==> config.mk <==
export PLATFORM = sky130hd
export DESIGN_NAME = huff_bit_window_feeder
export DESIGN_NICKNAME = d
export VERILOG_FILES = /design/src/rtl/huff_bit_window_feeder.sv
export SDC_FILE = /design/constraint.sdc
export NUM_CORES = 1
export LEC_CHECK = 0
export CAP_MARGIN = 20
export CORE_MARGIN = 8
export CORE_UTILIZATION = 50
export DETAILED_ROUTE_END_ITERATION = 10
export PLACE_DENSITY = 0.79
export SLEW_MARGIN = 5
export SYNTH_ARGS = -nofsm -noshare
export SYNTH_HDL_FRONTEND = slang
export SYNTH_SLANG_ARGS = --single-unit
==> constraint.sdc <==
create_clock -name clk -period 7.84 [get_ports clk]
set_clock_uncertainty 0.2 [all_clocks]
set_input_delay 1.176 -clock clk [delete_from_list [all_inputs] [get_ports clk]]
set_output_delay 1.176 -clock clk [all_outputs]
set_load 0.005 [all_outputs]
==> src/rtl/huff_bit_window_feeder.sv <==
// Huffman decoder front end: packs incoming bytes MSB-first into a bit buffer and
// presents a left-aligned window. Optional macro HUFF_FEEDER_BITCNT_EN adds consumed_bits.
module huff_bit_window_feeder #(
  parameter int IN_W  = 8,
  parameter int WIN_W = 6,
  parameter int BUF_W = 16,  // must be >= IN_W + WIN_W
  parameter int LEN_W = 4,
  localparam int CNT_W = $clog2(BUF_W + 1)
) (
  input  logic              clk,
  input  logic              rst,
  input  logic [IN_W-1:0]   in_data,
  input  logic              in_valid,
  input  logic              in_last,
  output logic              in_ready,
  output logic [WIN_W-1:0]  win_data,
  output logic              win_valid,
  output logic [CNT_W-1:0]  win_bits,
  input  logic              consume,
  input  logic [LEN_W-1:0]  consume_len,
  output logic              done,
  output logic              err
`ifdef HUFF_FEEDER_BITCNT_EN
  ,
  output logic [15:0]       consumed_bits
`endif
);

  typedef enum logic [1:0] {FILL, STREAM, DRAIN, DONE} state_e;

  localparam logic [CNT_W-1:0] ROOM_MAX = CNT_W'(BUF_W - IN_W);
  localparam logic [CNT_W-1:0] WIN_CNT  = CNT_W'(WIN_W);
  localparam logic [CNT_W-1:0] IN_CNT   = CNT_W'(IN_W);
  localparam logic [LEN_W-1:0] LEN_MAX  = LEN_W'(WIN_W);

  state_e             state_q, state_d;
  logic [BUF_W-1:0]   bitbuf_q, bitbuf_d, shifted;
  logic [CNT_W-1:0]   cnt_q, cnt_d, cnt_mid, len_ext;
  logic               last_seen_q, last_seen_d;
  logic               err_q, err_d;
  logic               legal, accept;

  assign in_ready  = (cnt_q <= ROOM_MAX) && !last_seen_q && (state_q != DONE);
  assign win_valid = (state_q != DONE) &&
                     ((cnt_q >= WIN_CNT) || (last_seen_q && (cnt_q != '0)));
  assign win_data  = bitbuf_q[BUF_W-1 -: WIN_W];
  assign win_bits  = cnt_q;
  assign done      = (state_q == DONE);
  assign err       = err_q;

  assign len_ext = CNT_W'(consume_len);
  assign legal   = consume && win_valid && (consume_len != '0) &&
                   (consume_len <= LEN_MAX) && (len_ext <= cnt_q);
  assign accept  = in_valid && in_ready;

  always_comb begin
    // NOTE: every signal written here gets a default first so no latch is inferred.
    shifted     = bitbuf_q;
    cnt_mid     = cnt_q;
    last_seen_d = last_seen_q;
    state_d     = state_q;

    // Shift out consumed bits first so a same-cycle byte lands after the survivors.
    if (legal) begin
      shifted = bitbuf_q << consume_len;
      cnt_mid = cnt_q - len_ext;
    end

    bitbuf_d = shifted;
    cnt_d    = cnt_mid;
    if (accept) begin
      bitbuf_d    = shifted | ({in_data, {(BUF_W-IN_W){1'b0}}} >> cnt_mid);
      cnt_d       = cnt_mid + IN_CNT;
      last_seen_d = last_seen_q | in_last;
    end

    err_d = err_q | (consume && !legal);

    case (state_q)
      FILL: begin
        if (last_seen_d)            state_d = DRAIN;
        else if (cnt_d >= WIN_CNT)  state_d = STREAM;
      end
      STREAM: begin
        if (last_seen_d)            state_d = DRAIN;
        else if (cnt_d < WIN_CNT)   state_d = FILL;
      end
      DRAIN: begin
        if (cnt_d == '0)            state_d = DONE;
      end
      DONE:    state_d = DONE;
      default: state_d = FILL;
    endcase
  end

  // NOTE: the bit buffer is an ordinary register, so it is cleared on reset like any flop.
  always_ff @(posedge clk) begin
    if (!rst) begin
      state_q     <= FILL;
      bitbuf_q    <= '0;
      cnt_q       <= '0;
      last_seen_q <= 1'b0;
      err_q       <= 1'b0;
    end else begin
      // NOTE: non-blocking assignments keep every flop sampling pre-edge values.
      state_q     <= state_d;
      bitbuf_q    <= bitbuf_d;
      cnt_q       <= cnt_d;
      last_seen_q <= last_seen_d;
      err_q       <= err_d;
    end
  end

`ifdef HUFF_FEEDER_BITCNT_EN
  logic [15:0] consumed_bits_q, consumed_bits_d;

  // Only legal consumes count; none are legal in DONE, so the count freezes there.
  always_comb begin
    consumed_bits_d = consumed_bits_q;
    if (legal) consumed_bits_d = consumed_bits_q + 16'(consume_len);
  end

  always_ff @(posedge clk) begin
    if (!rst) consumed_bits_q <= '0;
    else      consumed_bits_q <= consumed_bits_d;
  end

  assign consumed_bits = consumed_bits_q;
`endif

endmodule

# After elaboration in Yosys (flattened, before gate mapping)
# Index checks and enable logic that the tools add are counted.
# totals
elab_cells,54
ff_bits,25
inputBits,17
output_inout_bits,15
# classes
n_shift,2
reduce_logical,18
n_addsub,2
bitwise_logic,3
order_cmp,6
muxes,11
n_eq_ne,7
# ops
op,count
$mux W16,2
$or A16 B16 Y16,1
$shl A16 B4 Y16,1
$shr A16 B5 Y16,1
$ge A5 B3 Y1 const B,2
$logic_and A1 B1 Y1,10
$mux W2,5
$mux W5,2
$pmux W2 S4,1
$ne A3 B3 Y1 const B,2
$add A5 B4 Y5 const B,1
$le A4 B5 Y1,1
$le A5 B4 Y1 const B,1
$logic_not A5 Y1,1
$lt A5 B3 Y1 const B,1
$reduce_bool A5 Y1,1
$sub A5 B4 Y5,1
$eq A2 B2 Y1 const B,2
$le A4 B3 Y1 const B,1
$ne A2 B2 Y1 const B,2
$reduce_bool A4 Y1,1
$reduce_and A3 Y1,1
$eq A2 B1 Y1 const B,1
$logic_not A1 Y1,2
4 further kinds,5

# Logic depth before layout (Yosys ltp)
# depth
ltp_word,15
ltp_mapped,14
depth_no_buf,12

# Worst setup path before layout
# OpenSTA, ideal clock, no wires.
# synth_timing
path_kind,input to register
startpoint,in consume_len[1]
endpoint,reg bitbuf_q[0]
stages,13
path_slack_ns,3.356
path_buffers,3
arrival_time_ns,4.188
setup_ns,0.096
t_required_ns,7.544
cell_sequence,clkbuf_1 > clkbuf_1 > inv_1 > ha_1 > and4_1 > nor3_1 > a311o_4 > buf_6 > mux2_4 > mux2i_1 > mux2i_1 > mux2i_1 > o41ai_2
# synth_via
elab_chain_len,8
elab_cells_between_ends,13
classes_between,add/sub (1); order compare (2); shift (2); mux (3); bitwise (1); reduce/logical (4)
# synth_lines
item,line,source
from (decl),20,"input logic [LEN_W-1:0] consume_len,"
branches (longest 7 deep; another with $le A4 B3 Y1),-,
$mux W16 *,71,if (accept) begin
to (signal assigned),107,bitbuf_q <= bitbuf_d;
to (decl),37,"logic [BUF_W-1:0] bitbuf_q, bitbuf_d, shifted;"
# Every way passes the cells marked *.
# A chain may end at the register's enable or synchronous reset.

# Worst setup path in the final report
# Ends and elaborated chain as after synthesis.

==> impl_metrics.env <==
export IMPL_holdPathStages=2
export IMPL_run_status="completed"
export IMPL_cts_repair_timing_setup_buffer_count=0
export IMPL_number_of_buffers_and_inverters_on_the_critical_path=2
export IMPL_yosysTopAreaCellShare_pct=21.0
export IMPL_yosys_area_top_type="sky130_fd_sc_hd__dfxtp_1"
export IMPL_max_cap_viol_count=0
export IMPL_cts_buffers_inserted=3
export IMPL_crit_reg2reg_launch="win_bits[2]"
export IMPL_hold_path_class="flop to flop"
export IMPL_endpoint_kind="flop"
export IMPL_rsz_0062_raised_after_global_routing="false"
export IMPL_postRouteAntennaNets=0
export IMPL_hold_buffers=0
export IMPL_ys_seq_area_share_pct=21.0
export IMPL_chipHeight_um=85.0
export IMPL_worstSetupStartpointType="primary input"
export IMPL_ctsResizeCount=0
export IMPL_leakagePower_nw=1.07
export IMPL_initial_core_util_pct=51.1
export IMPL_grtUsageTotal_pct=18.1
export IMPL_route_detailed_vias_per_inst=6.32
export IMPL_hold_path_end="err"
export IMPL_post_route_cells_drive_above_1_share_pct=5.42
export IMPL_ir_drop_mv=0.0663
export IMPL_worst_pin_slew_ps=958
export IMPL_synth_net_count=347
export IMPL_ys_async_sr_fraction_pct=0
export IMPL_cts_reportedPaths_clkPinSlew_ps=90
export IMPL_maximum_number_of_pins_on_one_net_before_global_route_repair=40
export IMPL_layout_min_cycle_time_ps=5530
export IMPL_worstSkewPairLatency_ps=270
export IMPL_worst_path_largest_cell_delay_ps=1100
export IMPL_tritoncts_num_sinks=25
export IMPL_flow_area_growth_from_synthesis_pct=11.1
export IMPL_vias=2440
export IMPL_crit_fanout=39
export IMPL_crit_slowest_cell="sky130_fd_sc_hd__clkdlybuf4s50_1"
export IMPL_setup_total_negative_slack_ps=0
export IMPL_clock_path_buffers=2
export IMPL_critical_path_cell_chain="clkdlybuf4s50_1 > inv_1 > ha_1 > nor2b_1 > o211ai_1 > a311o_4 > mux2i_2 > mux2i_1 > mux2i_1 > o41ai_2"
export IMPL_antenna_found_initial=0
export IMPL_global_route_wire_length_before_repair_um=10900
export IMPL_dr_first_iter_drc_count=152
export IMPL_cts_htree_levels=1
export IMPL_endpoint_of_the_worst_register_to_register_path="bitbuf_q[0]"
export IMPL_max_clock_freq_mhz=181
export IMPL_synth_distinct_cells=51
export IMPL_critical_path_class="primary input to flop"
export IMPL_drt_wirelength_per_cell_um=17.1
export IMPL_worst_hold_startpoint="err"
export IMPL_rrSetupSlack_ps=3990
export IMPL_power_density_cell_area_nw_per_um2=140
export IMPL_final_max_slew_viol_count=0
export IMPL_worst_path_dominant_cell_family="multiplexers"
export IMPL_synth_flop_cell="sky130_fd_sc_hd__dfxtp_1"
export IMPL_gpl_final_weighted_congestion=0.967
export IMPL_synth_cell_area_um2=2380
export IMPL_drc=0
export IMPL_grt_remaining_overflow=0
export IMPL_drt_pass1_iter_count=5
export IMPL_wl_um=6590
export IMPL_rows=25
export IMPL_synth_enable_flop_cells=0
export IMPL_dp_hpwl_um=4870
export IMPL_finalHoldViolCount=0
export IMPL_first_global_vias=2203
export IMPL_arrival_time_reported_for_the_critical_path_endpoint_ps=5510
export IMPL_worst_hold_slack_ps=275
export IMPL_die_width_um=85.0
export IMPL_synth_seq_cells=25
export IMPL_ctsRootBufferMaster="sky130_fd_sc_hd__clkbuf_8"
export IMPL_antenna_cells=0
export IMPL_total_power_mw=0.370
export IMPL_yosysWarningCount=0
export IMPL_nNetsFinal=355
export IMPL_die_area_um2=7230
export IMPL_library_cell_appearing_most_often_on_the_critical_path="sky130_fd_sc_hd__mux2i_1"
export IMPL_setup_viol_count_final=0
export IMPL_post_synth_main_area_contributors="sky130_fd_sc_hd__dfxtp_1 21%, sky130_fd_sc_hd__mux2i_1 13%, sky130_fd_sc_hd__nand2_1 7.6%"
export IMPL_slew_limit_headroom_pct=36.0
export IMPL_ios=32
export IMPL_synthCells=325
export IMPL_synth_area_per_cell_um2=7.33
export IMPL_fin_crit_sh_pct=70.6
export IMPL_cts_tree="done"
export IMPL_fp_coreArea_um2=4660
export IMPL_timing_critical_path_required_ps=7820
export IMPL_register_to_register_path_depth=8
export IMPL_number_of_i_o_port_buffers=31
metrics by stage:
step | worst slack, ps | cell area, um^2 | std cells | utilization [%]
2_1_floorplan | 3360 | 2380 | 325 | -
3_3_place_gp | 2210 | 2600 | 382 | 55.8
3_5_place_dp | 2070 | 2600 | 382 | 55.8
4_1_cts | 2340 | 2650 | 386 | 56.8
5_1_grt | 1950 | 2650 | 386 | 56.8
6_report | 2310 | 2650 | 386 | 56.8
power breakdown:
group	internal (mW)	switching, mW
registers	0.139	0.0131
clock network	0.0364	0.0432
logic	0.0624	0.0759
cells in the final DEF, fill, tap and decap left out, drive strengths merged, types with 3 or more instances in the layout:
cell,instances
o21ai,23
a21oi,25
a22oi,3
o41ai,4
clkdlybuf4s50,31
ha,4
nor2,32
nand4,4
clkbuf,4
dfxtp,25
o21a,3
a31oi,5
mux2,8
nor3,13
nand2,48
o31ai,3
a211oi,6
o22ai,4
inv,11
nand3,10
a311oi,3
mux2i,35
or3,3
state kept, by name, summed over array words and instances (netlist names):
register and cells:
last_seen_q 1, win_bits 5, bitbuf_q 16, state_q 2, err 1
worst max-delay path by stage:
stage | endpoint | startpoint | cells after the start | slack (ps)
after global placement | bitbuf_q[12] | consume_len[1] | 10 | 2210
after floorplan | bitbuf_q[0] | consume_len[1] | 13 | 3360
after global routing | bitbuf_q[13] | consume_len[1] | 11 | 1950
after CTS | bitbuf_q[0] | consume_len[1] | 10 | 2340
after detailed placement | bitbuf_q[0] | consume_len[1] | 10 | 2070
final | bitbuf_q[0] | consume_len[1] | 10 | 2310
Yosys cell counts (2+ instances only):
cell type and count:
sky130_fd_sc_hd__a211oi_1 6, sky130_fd_sc_hd__a21oi_1 25, sky130_fd_sc_hd__a22oi_1 3, sky130_fd_sc_hd__a311oi_1 3, sky130_fd_sc_hd__a31oi_1 5, sky130_fd_sc_hd__a32oi_1 2, sky130_fd_sc_hd__and2_1 2, sky130_fd_sc_hd__and4_1 2
sky130_fd_sc_hd__buf_4 8, sky130_fd_sc_hd__buf_6 3, sky130_fd_sc_hd__clkbuf_1 15, sky130_fd_sc_hd__dfxtp_1 25, sky130_fd_sc_hd__ha_1 4, sky130_fd_sc_hd__inv_1 11, sky130_fd_sc_hd__mux2_2 7, sky130_fd_sc_hd__mux2i_1 32
sky130_fd_sc_hd__mux2i_4 2, sky130_fd_sc_hd__nand2_1 48, sky130_fd_sc_hd__nand3_1 10, sky130_fd_sc_hd__nand4_1 4, sky130_fd_sc_hd__nor2_1 32, sky130_fd_sc_hd__nor2b_1 2, sky130_fd_sc_hd__nor3_1 13, sky130_fd_sc_hd__o211ai_1 2
sky130_fd_sc_hd__o21a_1 3, sky130_fd_sc_hd__o21ai_0 17, sky130_fd_sc_hd__o21ai_1 5, sky130_fd_sc_hd__o22ai_1 4, sky130_fd_sc_hd__o31ai_1 3, sky130_fd_sc_hd__o41ai_1 3, sky130_fd_sc_hd__or3_1 3, sky130_fd_sc_hd__xor2_1 2
layer usage:
metal / track usage [%] / vias up / share of wire (%)
li1: - / 1189 / -
met1: 25.1 / 1150 / 47
met2: 27.7 / 97 / 46
met3: 2.90 / 4 / 6.4
met4: 5.50 / 0 / 0.83
met5: 0 / - / 0
worst register-to-register path, cell delays in order, from the launching register on:
cell                      delay, ps
sky130_fd_sc_hd__dfxtp_1        550
sky130_fd_sc_hd__ha_1           350
sky130_fd_sc_hd__and4_1         230
sky130_fd_sc_hd__nor3_1         170
sky130_fd_sc_hd__a311o_4        620
sky130_fd_sc_hd__mux2i_2        750
sky130_fd_sc_hd__mux2i_1        510
sky130_fd_sc_hd__mux2i_1        180
sky130_fd_sc_hd__o41ai_2        210
cell type report:
cell class	instances	area (um^2)
fill	451	2020
multi-input combinational	261	1680
sequential	25	500
timing repair buffer	31	310
tap	54	67.6
clock buffer	4	45.0
inverter	11	41.3
logic make-up (layout without fill, tap and decap cells):
logic type,count (synthesis),count (layout),share of synthesized area [%]
compound gates,89,89,24.2
xor+xnor,3,3,1.10
mux,43,43,19.9
fa+ha+maj,5,5,2.94
flops,25,25,21.0
buf+inv,39,46,8.41
simple gates,121,121,22.4
(Power assumes the default switching activity.)
